<file path="config.mk">
export PLATFORM = sky130hd
export DESIGN_NAME = cla_restoring_divider
export DESIGN_NICKNAME = d
export VERILOG_FILES = /design/src/rtl/cla_div_pkg.sv /design/src/rtl/cla_subtractor.sv /design/src/rtl/cla_restoring_divider.sv
export SDC_FILE = /design/constraint.sdc
export NUM_CORES = 1
export LEC_CHECK = 0
export CAP_MARGIN = 20
export CORE_MARGIN = 4
export CORE_UTILIZATION = 47
export CTS_CLUSTER_SIZE = 20
export DETAILED_ROUTE_END_ITERATION = 10
export GPL_TIMING_DRIVEN = 0
export PLACE_DENSITY = 0.77
export SLEW_MARGIN = 20
export SYNTH_ARGS = -nofsm -noshare
export SYNTH_HDL_FRONTEND = slang
export SYNTH_SLANG_ARGS = --single-unit
</file>
<file path="constraint.sdc">
create_clock -name clk -period 1.98 [get_ports clk]
set_input_delay 0.396 -clock clk [delete_from_list [all_inputs] [get_ports clk]]
set_output_delay 0.396 -clock clk [all_outputs]
set_load 0.01 [all_outputs]
</file>
<file path="src/rtl/cla_div_pkg.sv">
// Shared types and constants for the restoring divider.
// The optional divide-by-zero shortcut is selected in the top level
// by the CLA_DIV_ZERO_DETECT_EN macro.
package cla_div_pkg;

  typedef enum logic [1:0] {
    IDLE = 2'd0,
    RUN  = 2'd1,
    DONE = 2'd2
  } state_e;

  localparam int DEFAULT_WIDTH = 4;

  // The step counter only has to hold WIDTH-1 down to 0.
  function automatic int cnt_width(input int w);
    return (w > 1) ? $clog2(w) : 1;
  endfunction

  localparam int DEFAULT_CNT_W = cnt_width(DEFAULT_WIDTH);

endpackage

</file>
<file path="src/rtl/cla_subtractor.sv">
// Combinational carry-lookahead subtractor: o_diff = i_a - i_b, computed
// as i_a + ~i_b + 1. o_borrow is high when i_b > i_a (no carry out).
module cla_subtractor #(
  parameter int N = 5
) (
  input  logic [N-1:0] i_a,
  input  logic [N-1:0] i_b,
  output logic [N-1:0] o_diff,
  output logic         o_borrow
);

  logic [N-1:0] w_g;
  logic [N-1:0] w_p;
  logic [N:0]   w_c;

  assign w_g = i_a & ~i_b;
  assign w_p = i_a ^ ~i_b;

  // Each carry is a flat sum of products: generate at bit j propagated
  // through bits j+1..i, plus the carry-in (1) propagated through 0..i.
  always_comb begin
    logic v_run;
    logic v_acc;
    w_c    = '0;
    w_c[0] = 1'b1;
    v_run  = 1'b1;
    v_acc  = 1'b0;
    for (int i = 0; i < N; i++) begin
      v_run = 1'b1;
      v_acc = 1'b0;
      for (int j = i; j >= 0; j--) begin
        v_acc = v_acc | (w_g[j] & v_run);
        v_run = v_run & w_p[j];
      end
      w_c[i+1] = v_acc | v_run;
    end
  end

  assign o_diff   = w_p ^ w_c[N-1:0];
  assign o_borrow = ~w_c[N];

endmodule

</file>
<file path="src/rtl/cla_restoring_divider.sv">
// Multi-cycle unsigned restoring divider with start/done handshake.
// One trial subtraction per RUN cycle through cla_subtractor.
// Optional macro CLA_DIV_ZERO_DETECT_EN: a zero divisor bypasses RUN and
// raises DivByZero; numeric results are the same in both builds.
module cla_restoring_divider
  import cla_div_pkg::*;
#(
  parameter int WIDTH = DEFAULT_WIDTH
) (
  input  logic             clk,
  input  logic             rst,
  input  logic             start,
  input  logic [WIDTH-1:0] Dividend,
  input  logic [WIDTH-1:0] Divisor,
  output logic             busy,
  output logic             done,
  output logic [WIDTH-1:0] Quotient,
  output logic [WIDTH-1:0] Remainder,
  output logic             DivByZero
);

  localparam int CNT_W = cnt_width(WIDTH);

  state_e           r_state;
  state_e           w_state_nxt;
  logic [CNT_W-1:0] r_cnt;
  logic [WIDTH-1:0] r_q;
  logic [WIDTH-1:0] r_r;
  logic [WIDTH-1:0] r_d;

  logic             w_accept;
  logic             w_zero_skip;
  logic             w_last_step;
  logic [WIDTH:0]   w_trial_a;
  logic [WIDTH:0]   w_trial_b;
  logic [WIDTH:0]   w_diff;
  logic             w_borrow;
  logic             w_keep;

  assign w_accept    = start && (r_state != RUN);
  assign w_last_step = (r_state == RUN) && (r_cnt == '0);

`ifdef CLA_DIV_ZERO_DETECT_EN
  assign w_zero_skip = (Divisor == '0);
`else
  assign w_zero_skip = 1'b0;
`endif

  assign w_trial_a = {r_r, r_q[WIDTH-1]};
  assign w_trial_b = {1'b0, r_d};

  cla_subtractor #(
    .N (WIDTH + 1)
  ) u_sub (
    .i_a      (w_trial_a),
    .i_b      (w_trial_b),
    .o_diff   (w_diff),
    .o_borrow (w_borrow)
  );

  // A successful trial is always below the divisor, so its top bit is
  // zero; requiring it keeps the kept remainder provably in range.
  assign w_keep = ~w_borrow & ~w_diff[WIDTH];

  // State register.
  always_ff @(posedge clk) begin
    if (rst) begin
      r_state <= IDLE;
    end else begin
      r_state <= w_state_nxt;
    end
  end

  // Next-state and handshake outputs.
  always_comb begin
    w_state_nxt = r_state;
    busy        = 1'b0;
    done        = 1'b0;
    case (r_state)
      IDLE: begin
        if (start) begin
          w_state_nxt = w_zero_skip ? DONE : RUN;
        end
      end
      RUN: begin
        busy = 1'b1;
        if (r_cnt == '0) begin
          w_state_nxt = DONE;
        end
      end
      DONE: begin
        done = 1'b1;
        if (start) begin
          w_state_nxt = w_zero_skip ? DONE : RUN;
        end else begin
          w_state_nxt = IDLE;
        end
      end
      default: begin
        w_state_nxt = IDLE;
      end
    endcase
  end

  // Operand capture, step counter and one restoring step per RUN cycle.
  always_ff @(posedge clk) begin
    if (rst) begin
      r_q   <= '0;
      r_r   <= '0;
      r_d   <= '0;
      r_cnt <= '0;
    end else if (w_accept) begin
      r_d   <= Divisor;
      r_cnt <= CNT_W'(WIDTH - 1);
      if (w_zero_skip) begin
        r_q <= '1;
        r_r <= Dividend;
      end else begin
        r_q <= Dividend;
        r_r <= '0;
      end
    end else if (r_state == RUN) begin
      if (r_cnt != '0) begin
        r_cnt <= r_cnt - 1'b1;
      end
      if (w_keep) begin
        r_r <= w_diff[WIDTH-1:0];
        r_q <= {r_q[WIDTH-2:0], 1'b1};
      end else begin
        r_r <= {r_r[WIDTH-2:0], r_q[WIDTH-1]};
        r_q <= {r_q[WIDTH-2:0], 1'b0};
      end
    end
  end

`ifdef CLA_DIV_ZERO_DETECT_EN
  logic r_dbz;

  // Flag is written only when an operation completes, so it holds with
  // the results through the following IDLE and the next RUN.
  always_ff @(posedge clk) begin
    if (rst) begin
      r_dbz <= 1'b0;
    end else if (w_accept && w_zero_skip) begin
      r_dbz <= 1'b1;
    end else if (w_last_step) begin
      r_dbz <= 1'b0;
    end
  end

  assign DivByZero = r_dbz;
`else
  assign DivByZero = 1'b0;
`endif

  assign Quotient  = r_q;
  assign Remainder = r_r;

endmodule
</file>
==> results of run 1 <==
==> kinds of logic after synthesis <==
logic type	after synthesis	share of synthesized area, %
muxes	7	7.921
buffers and inverters	15	6.790
adders and majority gates	6	8.486
and+or+nand+nor	33	17.82
DFF	16	36.21
other	1	0.4239
xor gates and xnor gates	3	3.820
AOI/OAI and AO/OA	25	18.53
==> state kept, by name (all words and copies together) (netlist names) <==
name / flops
Quotient: 4
Remainder: 4
r_d: 4
r_cnt: 2
r_state: 2
==> worst min-delay path by stage <==
stage,start,to,slack (ns),cells past startpoint
2_1_floorplan,r_d[1]$_SDFFE_PP0P_,r_d[1]$_SDFFE_PP0P_,0.44,2
3_5_place_dp,r_cnt[0]$_SDFFE_PP0P_,r_cnt[0]$_SDFFE_PP0P_,0.45,1
5_1_grt,r_d[2]$_SDFFE_PP0P_,r_d[2]$_SDFFE_PP0P_,0.49,2
3_3_place_gp,r_d[2]$_SDFFE_PP0P_,r_d[2]$_SDFFE_PP0P_,0.45,2
6_report,r_cnt[0]$_SDFFE_PP0P_,r_cnt[0]$_SDFFE_PP0P_,0.47,1
4_1_cts,r_d[2]$_SDFFE_PP0P_,r_d[2]$_SDFFE_PP0P_,0.47,2
==> per-layer routing <==
metal	track usage [%]	wire length, µm	up-vias
met3	3.790	98	2
met2	27.12	938	16
met5	0	0	-
li1	-	-	412
met1	19.46	850	378
met4	7.860	13	0
==> Yosys cell counts (2+ instances only) <==
| cell type | instances |
|---|---|
| dfxtp_1 | 16 |
| nor2_1 | 13 |
| inv_1 | 10 |
| a21oi_1 | 9 |
| a211oi_1 | 8 |
| mux2i_1 | 7 |
| ha_1 | 6 |
| nand2_1 | 6 |
| clkbuf_1 | 4 |
| nand3_1 | 4 |
| o21ai_0 | 4 |
| and2_1 | 2 |
| nor2b_1 | 2 |
| nor3_1 | 2 |
| xnor2_1 | 2 |
==> worst max-delay path, cell delays in order (launching register included) <==
cell             delay, ns
dfxtp_1               0.32
nand2b_2              0.25
inv_4                 0.11
clkdlybuf4s50_1       0.53
==> cell type report <==
type                    instances  area share, %
repair buffers                 21          17.81
inverters                      10          3.433
clock buffers                   4          3.112
well taps                      25          2.682
multi-input cells              75          43.78
plain buffers                   4          1.609
flip-flops and latches         16          27.58
==> through the flow <==
step / setup TNS [ns] / power [mW] / cells
2_1_floorplan: 0 / 0.5533 / 106
3_3_place_gp: -0.05320 / 0.6361 / 151
3_5_place_dp: -0.1905 / 0.6455 / 151
4_1_cts: 0 / 0.8693 / 155
5_1_grt: 0 / 0.9248 / 155
6_report: 0 / 0.8704 / 155
==> power by group through the flow <==
stage,registers (mW),logic (mW),clock network [mW]
after floorplan,0.379,0.174,0
after global placement,0.375,0.261,0
after detailed placement,0.376,0.269,0
after CTS,0.370,0.283,0.217
after global routing,0.374,0.316,0.234
final,0.370,0.287,0.213
==> timing repair <==
item,CTS,global route
resized for setup,3,3
setup buffers,1,0
setup endpoints to repair,6,6
==> run_results.csv, run 1 <==
group,metric,value,unit
status,outcome,"complete, no violations",
power_and_ir_drop,internal_power,606.9,µW
drt,drt_iter0_markers,11,
cells_and_area,syn_to_final_growth,31.82,%
synth,synth-edff-count,0,
global_route,antenna_found_initial,0,
cts,cts_buffer_depth,2,
sta,clock.fmax,0.5279,GHz
setup_path,crit_path_start,"r_state[1]$_SDFFE_PP0P_",
cells_and_area,layout.nets,148,
sta,period_needed,1.894,ns
cells_and_area,final_common_cell,"clkdlybuf4s50_1",
synth,synth_top_area_share,36.21,%
drt,first_pass_iters,4,
sta,max_slew.worst_pin.slew,0.5322,ns
cts,clk_pin_slew,0.09,ns
cts,numCtsBuffers,3,
floorplan,core,1764,µm²
sta,fin_ws,0.08573,ns
setup_path,cp_max_fo,8,
global_route,grt.total_usage,16.28,%
sta,rsz0062_at_grt,"no",
synth,syn_area_per_cell,8.345,µm²
place,gp_congestion,0.7570,
cells_and_area,diodes,0,
synth,yosysWarnings,0,
cells_and_area,multi_input_area,510.5,µm²
synth,synth_area_leader_cell,"dfxtp_1",
global_route,overflow,0,
power_and_ir_drop,p_sw,263.5,µW
synth,syn_area,884.6,µm²
setup_path,endpoint,"busy",
cells_and_area,fill_cells,168,
setup_path,r2r_start,"Quotient[3]$_SDFFE_PP0P_",
place,post-place-ws,-0.09806,ns
power_and_ir_drop,p_per_area,746.4,nW/µm²
synth,synth_area_leaders,"dfxtp_1 36%, ha_1 8.5%, mux2i_1 7.9%",
sta,skew,0.0004979,ns
power_and_ir_drop,power_frac_comb,33.0,%
setup_path,critPathRequiredTime,1.58,ns
place,placed_cell_area,1116,µm²
setup_path,critical_path_class,"reg -> out",
cts,cts_tree,"done",
drt,vias,808,
sta,hold_viol_final,0,
sta,setup_viol,0,
floorplan,dieArea,2640,µm²
place,port-buffer-count,20,
drt,wirelength,1.901,mm
setup_path,r2r_end,"Remainder[1]$_SDFFE_PP0P_",
run,maxCapViolCount,0,
power_and_ir_drop,ir_drop,0.5453,mV
cells_and_area,drive_above_1_share,10.00,%
floorplan,start_util,50.14,%
cells_and_area,final_cell_mix,"20 x clkdlybuf4s50_1, 15 x dfxtp_1, 13 x nor2_1, 9 x inv_1, 9 x a21oi_1",
synth,async_flop_share,0,%
synth,syn-num-nets,123,
power_and_ir_drop,p_leak,0.4659,nW
synth,synthFlopType,"dfxtp_1",
setup_path,cp.arrival,1.50,ns
cts,cts_root_buf,"clkbuf_4",
drt,route.detailed.drc,0,
sta,drv_slew,0,
power_and_ir_drop,pwr-share-seq,42.5,%
sta,slew_headroom,64.52,%
synth,ys_seq_area_share,36.21,%
power_and_ir_drop,p_clk_share,24.5,%
cts,insertion_delay,0.28,ns
global_route,grt_max_degree,11,
synth,synth_cells,106,
setup_path,reg2reg_setup_slack,0.16,ns
drt,vias_per_cell,5.213,
sta,whs,0.4692,ns
floorplan,rows,15,
place,dp_hpwl,1.472,mm
cells_and_area,fin_util,66.10,%
setup_path,rr_worst_depth,8,
cts,hold_buffers,0,
global_route,grt_pass1_vias,746,
cells_and_area,regArea,321.6,µm²
synth,ys_types,26,
cts,clock-sinks,16,
synth,ys_seq_elements,16,
setup_path,crit_path_end_kind,"primary output",
global_route,grt_pass1_wl,3.208,mm
cells_and_area,final_cell_area,1166,µm²
hold_path,min_path_type,"reg -> reg",
floorplan,die-width,51.39,µm
drt,antenna_left,0,
setup_path,start_kind,"flip-flop",
floorplan,ios,22,
sta,fin_crit_sh,95.67,%
power_and_ir_drop,switching_share,30.27,%
cts,htree_levels,1,
floorplan,dieHeight,51.39,µm
drt,wl_per_cell,12.26,µm
Note: power is estimated with default switching activity, not from simulation.
==> inputs of run 2 (changes only) <==
- CORE_UTILIZATION: 47 -> 51
- PLACE_DENSITY: 0.77 -> 0.82
- clock period: 1.98 -> 2.4 ns (I/O delays scaled with it)
==> run 2 against run 1 <==
Compared with the run above: sequential share of layout area increased by 0.84 points; non-clock buffer count unchanged; clock power decreased by 33%; register-to-register slack improved by 0.11 ns; total power decreased by 23%; flip-flop and latch count unchanged; critical path depth increased by 1; global-route usage increased by 1.0 points; routed wire length decreased by 1.1%; design area decreased by 3.3%; largest cell class unchanged; largest power group unchanged; highest routed layer unchanged.
==> run_results.csv, run 2 (synthesized netlist as in run 1, its figures left out) <==
group,metric,value,unit
place,placed_cell_area,1105,µm²
cts,cts_tree,"done",
drt,vias,791,
cts,htree_levels,1,
setup_path,worst-path-stages,4,
drt,drt_iter0_markers,8,
sta,tns,0,ns
cts,cts_setup_buffers,0,
floorplan,die-width,49.65,µm
setup_path,critPathRequiredTime,1.92,ns
drt,first_pass_iters,4,
power_and_ir_drop,p_total,671.4,µW
setup_path,path_cells,"nand2b_1, clkbuf_1, inv_1, clkdlybuf4s50_1",
cts,cts-resized-gates,0,
run,maxCapViolCount,0,
cells_and_area,syn_to_final_growth,27.44,%
sta,drv_slew,0,
sta,skew,0.006576,ns
cells_and_area,final_common_cell,"clkdlybuf4s50_1",
cts,clock-sinks,16,
setup_path,critical_path_class,"reg -> out",
setup_path,start_kind,"flip-flop",
cells_and_area,final_cell_mix,"20 x clkdlybuf4s50_1, 16 x dfxtp_1, 13 x nor2_1, 10 x inv_1, 9 x a21oi_1",
power_and_ir_drop,ir_drop,0.4141,mV
drt,vias_per_cell,5.455,
cells_and_area,fill_cells,129,
global_route,grt_pass1_wl,3.284,mm
setup_path,cp_max_fo,8,
power_and_ir_drop,p_per_area,595.6,nW/µm²
sta,max_slew.worst_pin.slew,0.5402,ns
cts,clk_pin_slew,0.09,ns
cells_and_area,regArea,320.3,µm²
setup_path,max_stage_delay,0.51,ns
cells_and_area,diodes,0,
setup_path,cp.arrival,1.67,ns
global_route,antenna_found_initial,0,
floorplan,dieArea,2465,µm²
sta,rsz0062_at_grt,"no",
cells_and_area,final_cell_area,1127,µm²
sta,slew_headroom,63.98,%
sta,fin_crit_sh,89.67,%
cts,hold_buffers,0,
cts,cts_buffer_depth,2,
sta,whs,0.4674,ns
setup_path,crit_path_end_kind,"primary output",
floorplan,dieHeight,49.65,µm
status,outcome,"complete, no violations",
sta,clock.fmax,0.4647,GHz
floorplan,core,1577,µm²
global_route,grt.total_usage,17.33,%
sta,period_needed,2.152,ns
cts,insertion_delay,0.29,ns
place,port-buffer-count,20,
setup_path,slowest_stage,"clkdlybuf4s50_1",
hold_path,min_path_type,"reg -> reg",
setup_path,critPathBufInv,3,
setup_path,path_delay_family,"buffers and inverters",
global_route,grt_max_degree,11,
sta,hold_viol_final,0,
global_route,overflow,0,
floorplan,start_util,56.11,%
hold_path,holdPathStages,2,
power_and_ir_drop,p_leak,0.4552,nW
drt,antenna_left,0,
cells_and_area,layout.nets,148,
drt,wirelength,1.880,mm
floorplan,rows,14,
cells_and_area,multi_input_area,504.2,µm²
cells_and_area,drive_above_1_share,5.426,%
place,gp_congestion,0.7212,
setup_path,rr_worst_depth,7,
floorplan,ios,22,
sta,setup_viol,0,
cts,numCtsBuffers,3,
drt,route.detailed.drc,0,
drt,wl_per_cell,12.97,µm
place,dp_hpwl,1.488,mm
cts,cts_root_buf,"clkbuf_4",
global_route,grt_pass1_vias,766,
## run 2: per-stage QoR
step,util (%),setup slack (ns),cells
global placement,70.08,0.3715,142
CTS,71.51,0.2348,145
finish,71.51,0.2480,145
floorplan,-,0.5781,106
global route,71.51,0.1119,145
detailed placement,70.08,0.2967,142
## run 2: routing by layer
metal,global-route usage (%),wire [µm],vias up
met3,4.518,66,5
met2,31.28,968,17
met5,0,0,-
met1,19.00,808,358
met4,6.912,37,0
li1,-,-,411
## run 2: worst register-to-register path: cells and delay by family (launching register included)
kind                       cells  cell delay [ns]
muxes                          1             0.30
DFF                            1             0.40
AOI/OAI and AO/OA              3             0.59
adders and majority gates      1             0.32
xor gates and xnor gates       1             0.34
buffers and inverters          1             0.08
## run 2: final cells by class
class,instances,share of cell area (%)
Inverter,10,3.330
Clock buffer,3,1.998
Sequential cell,16,28.41
Multi-Input combinational cell,75,44.73
Timing Repair Buffer,20,17.76
Buffer,5,1.998
Tap cell,16,1.776
## run 2: final timing paths
check	from	end	slack (ns)
worst min-delay path	r_d[1]$_SDFFE_PP0P_	r_d[1]$_SDFFE_PP0P_	0.47
worst min register to register	r_d[1]$_SDFFE_PP0P_	r_d[1]$_SDFFE_PP0P_	0.47
worst max-delay path	r_state[1]$_SDFFE_PP0P_	busy	0.25
worst max register to register	Quotient[3]$_SDFFE_PP0P_	Remainder[1]$_SDFFE_PP0P_	0.27
## run 2: report_power, final
part / leakage, nW / internal [mW] / total [mW] / switching [mW]
logic: 0.310 / 0.111 / 0.224 / 0.113
clock network: 0.0138 / 0.0585 / 0.143 / 0.0845
registers: 0.132 / 0.288 / 0.305 / 0.0171
==> inputs of run 3 (changes only) <==
- CORE_UTILIZATION: 51 -> 52
- PLACE_DENSITY: 0.82 -> 0.83
- SYNTH_HIERARCHICAL: not set -> 1
==> run 3 against run 2 <==
Compared with the run above: die area up 3.9%; largest power group unchanged; largest cell class unchanged; critical endpoint unchanged; first-iteration DRC count grew 88%; maximum frequency rose by 1.4%.
==> run_results.csv, run 3 <==
group,metric,value,unit
status,outcome,"complete, no violations",
drt,route.detailed.drc,0,
floorplan,dieArea,2560,µm²
global_route,antenna_found_initial,0,
global_route,grt_max_degree,11,
synth,ys_types,29,
setup_path,critPathRequiredTime,1.92,ns
drt,vias,785,
sta,skew,0.003264,ns
cells_and_area,diodes,0,
sta,fin_crit_sh,88.45,%
drt,vias_per_cell,5.097,
synth,ys_seq_elements,16,
setup_path,cp.arrival,1.64,ns
drt,wl_per_cell,12.25,µm
global_route,grt_pass1_vias,793,
cells_and_area,drive_above_1_share,13.95,%
floorplan,rows,15,
hold_path,hold_start,"r_cnt[0]$_SDFFE_PP0P_",
run,maxCapViolCount,0,
synth,synth_area_leaders,"dfxtp_1 34%, ha_1 9.3%, mux2i_1 8.5%",
place,dp_hpwl,1.463,mm
cts,insertion_delay,0.29,ns
synth,yosysWarnings,6,
sta,period_needed,2.123,ns
sta,drv_slew,0,
hold_path,holdPathStages,1,
global_route,grt.total_usage,16.32,%
synth,netlist_top_cells_count,"16 x dfxtp_1, 12 x inv_1, 9 x a211oi_1",
synth,async_flop_share,0,%
drt,first_pass_iters,4,
power_and_ir_drop,pwr-share-seq,42.5,%
setup_path,critical_path_class,"reg -> out",
floorplan,core,1727,µm²
sta,whs,0.4832,ns
setup_path,r2r_end,"Remainder[2]$_SDFFE_PP0P_",
synth,synthFlopType,"dfxtp_1",
cts,clock-sinks,16,
drt,drt_iter0_markers,15,
drt,wirelength,1.887,mm
floorplan,ios,22,
drt,top_layer_used,"met4",
global_route,grt_pass1_wl,3.222,mm
synth,syn_area,943.4,µm²
cts,clk_pin_slew,0.09,ns
drt,met3_length,87,µm
power_and_ir_drop,ir_drop,0.4484,mV
drt,antenna_left,0,
synth,synth_cells,104,
sta,fin_ws,0.2771,ns
cts,cts_root_buf,"clkbuf_4",
cts,cts_setup_buffers,0,
cells_and_area,syn_to_final_growth,28.78,%
sta,hold_viol_final,0,
synth,syn_area_per_cell,9.071,µm²
sta,clock.fmax,0.4711,GHz
cells_and_area,final_common_cell,"clkdlybuf4s50_1",
synth,synth_area_leader_cell,"dfxtp_1",
place,port-buffer-count,20,
cts,htree_levels,1,
cells_and_area,fill_cells,138,
setup_path,crit_path_end_kind,"primary output",
place,placed_cell_area,1179,µm²
floorplan,start_util,54.64,%
setup_path,reg2reg_setup_slack,0.31,ns
drt,met1_length,845,µm
cts,numCtsBuffers,3,
setup_path,start_kind,"flip-flop",
power_and_ir_drop,p_leak,0.4835,nW
setup_path,cp_max_fo,10,
setup_path,r2r_start,"Quotient[3]$_SDFFE_PP0P_",
synth,synth_top_area_share,33.95,%
sta,tns,0,ns
sta,rsz0062_at_grt,"no",
setup_path,rr_worst_depth,8,
power_and_ir_drop,p_total,714.9,µW
power_and_ir_drop,internal_power,498.1,µW
floorplan,dieHeight,50.60,µm
cts,cts_buffer_depth,2,
power_and_ir_drop,power_frac_comb,32.5,%
hold_path,min_to,"r_cnt[0]$_SDFFE_PP0P_",
floorplan,die-width,50.60,µm
cells_and_area,final_cell_area,1215,µm²
cts,cts-resized-gates,0,
cells_and_area,final_cell_mix,"20 x clkdlybuf4s50_1, 16 x dfxtp_1, 12 x inv_1, 9 x a211oi_1",
sta,setup_viol,0,
hold_path,min_path_type,"reg -> reg",
power_and_ir_drop,switching_share,30.33,%
power_and_ir_drop,p_clk_share,25.0,%
place,gp_congestion,0.7652,
cells_and_area,layout.nets,148,
power_and_ir_drop,p_per_area,588.5,nW/µm²
synth,ys_seq_area_share,33.95,%
cts,hold_buffers,0,
cts,cts_tree,"done",
synth,yosysMostFrequentCell,"dfxtp_1",
drt,dr_wl_met2,921,µm
global_route,overflow,0,
power_and_ir_drop,p_sw,216.8,µW
synth,synth-edff-count,0,
place,post-place-ws,0.3143,ns
[run 3: cell types whose count changed after synthesis, moves of 2 or more]
cell,delta
nand2_1,-6
inv_1,+2
buf_6,+2
xor2_1,+3
nor2_2,+4
nor2_1,-5
clkbuf_1,-3
and2_1,-2
[run 3: worst max path at each step]
stage | slack (ns) | startpoint | to
finish | 0.28 | r_state[1]$_SDFFE_PP0P_ | busy
global placement | 0.37 | Quotient[3]$_SDFFE_PP0P_ | Remainder[2]$_SDFFE_PP0P_
floorplan | 0.53 | Quotient[3]$_SDFFE_PP0P_ | Remainder[2]$_SDFFE_PP0P_
global route | 0.14 | Quotient[3]$_SDFFE_PP0P_ | Remainder[3]$_SDFFE_PP0P_
detailed placement | 0.31 | Quotient[3]$_SDFFE_PP0P_ | Remainder[2]$_SDFFE_PP0P_
CTS | 0.27 | r_state[1]$_SDFFE_PP0P_ | busy
[run 3: kinds of logic after synthesis]
| logic type | synth area share, % |
|---|---|
| adder cells (fa/ha/maj) | 9.283 |
| other | 0.3975 |
| buffers and inverters | 12.20 |
| multiplexers | 8.488 |
| XOR/XNOR | 3.714 |
| AO/OA/AOI/OAI | 19.36 |
| flip-flops | 33.95 |
| AND/OR/NAND/NOR | 12.60 |
[run 3: layout make-up]
class                   instances  area (µm²)  area share [%]
clock buffers                   4       36.28           2.987
plain buffers                   6       61.31           5.046
inverters                      13       53.80           4.428
well taps                      25       31.28           2.575
flip-flops and latches         16       320.3           26.36
repair buffers                 20       200.2           16.48
multi-input cells              70       511.7           42.12
[run 3: metrics by stage]
step                utilization (%)  instances
finish                        70.36        154
global route                  70.36        154
CTS                           70.36        154
detailed placement            68.26        150
global placement              68.26        150
floorplan                         -        105
[run 3: critical path, stage by stage, from the launching register on]
cell and delay [ns]:
dfxtp_1 0.34, nand2b_1 0.15, buf_6 0.14, inv_6 0.06, buf_12 0.12, clkdlybuf4s50_1 0.53
[run 3: power by group through the flow]
stage	clock [mW]	sequential [mW]	combinational [mW]
3_5_place_dp	0	0.310	0.233
3_3_place_gp	0	0.309	0.225
4_1_cts	0.183	0.304	0.234
2_1_floorplan	0	0.312	0.156
5_1_grt	0.199	0.308	0.256
6_report	0.179	0.304	0.232
[run 3: layer usage]
layer | vias to the layer above | global-route usage, %
li1 | 405 | -
met4 | 0 | 8.072
met3 | 4 | 2.374
met1 | 357 | 20.14
met5 | - | 0
met2 | 19 | 27.39
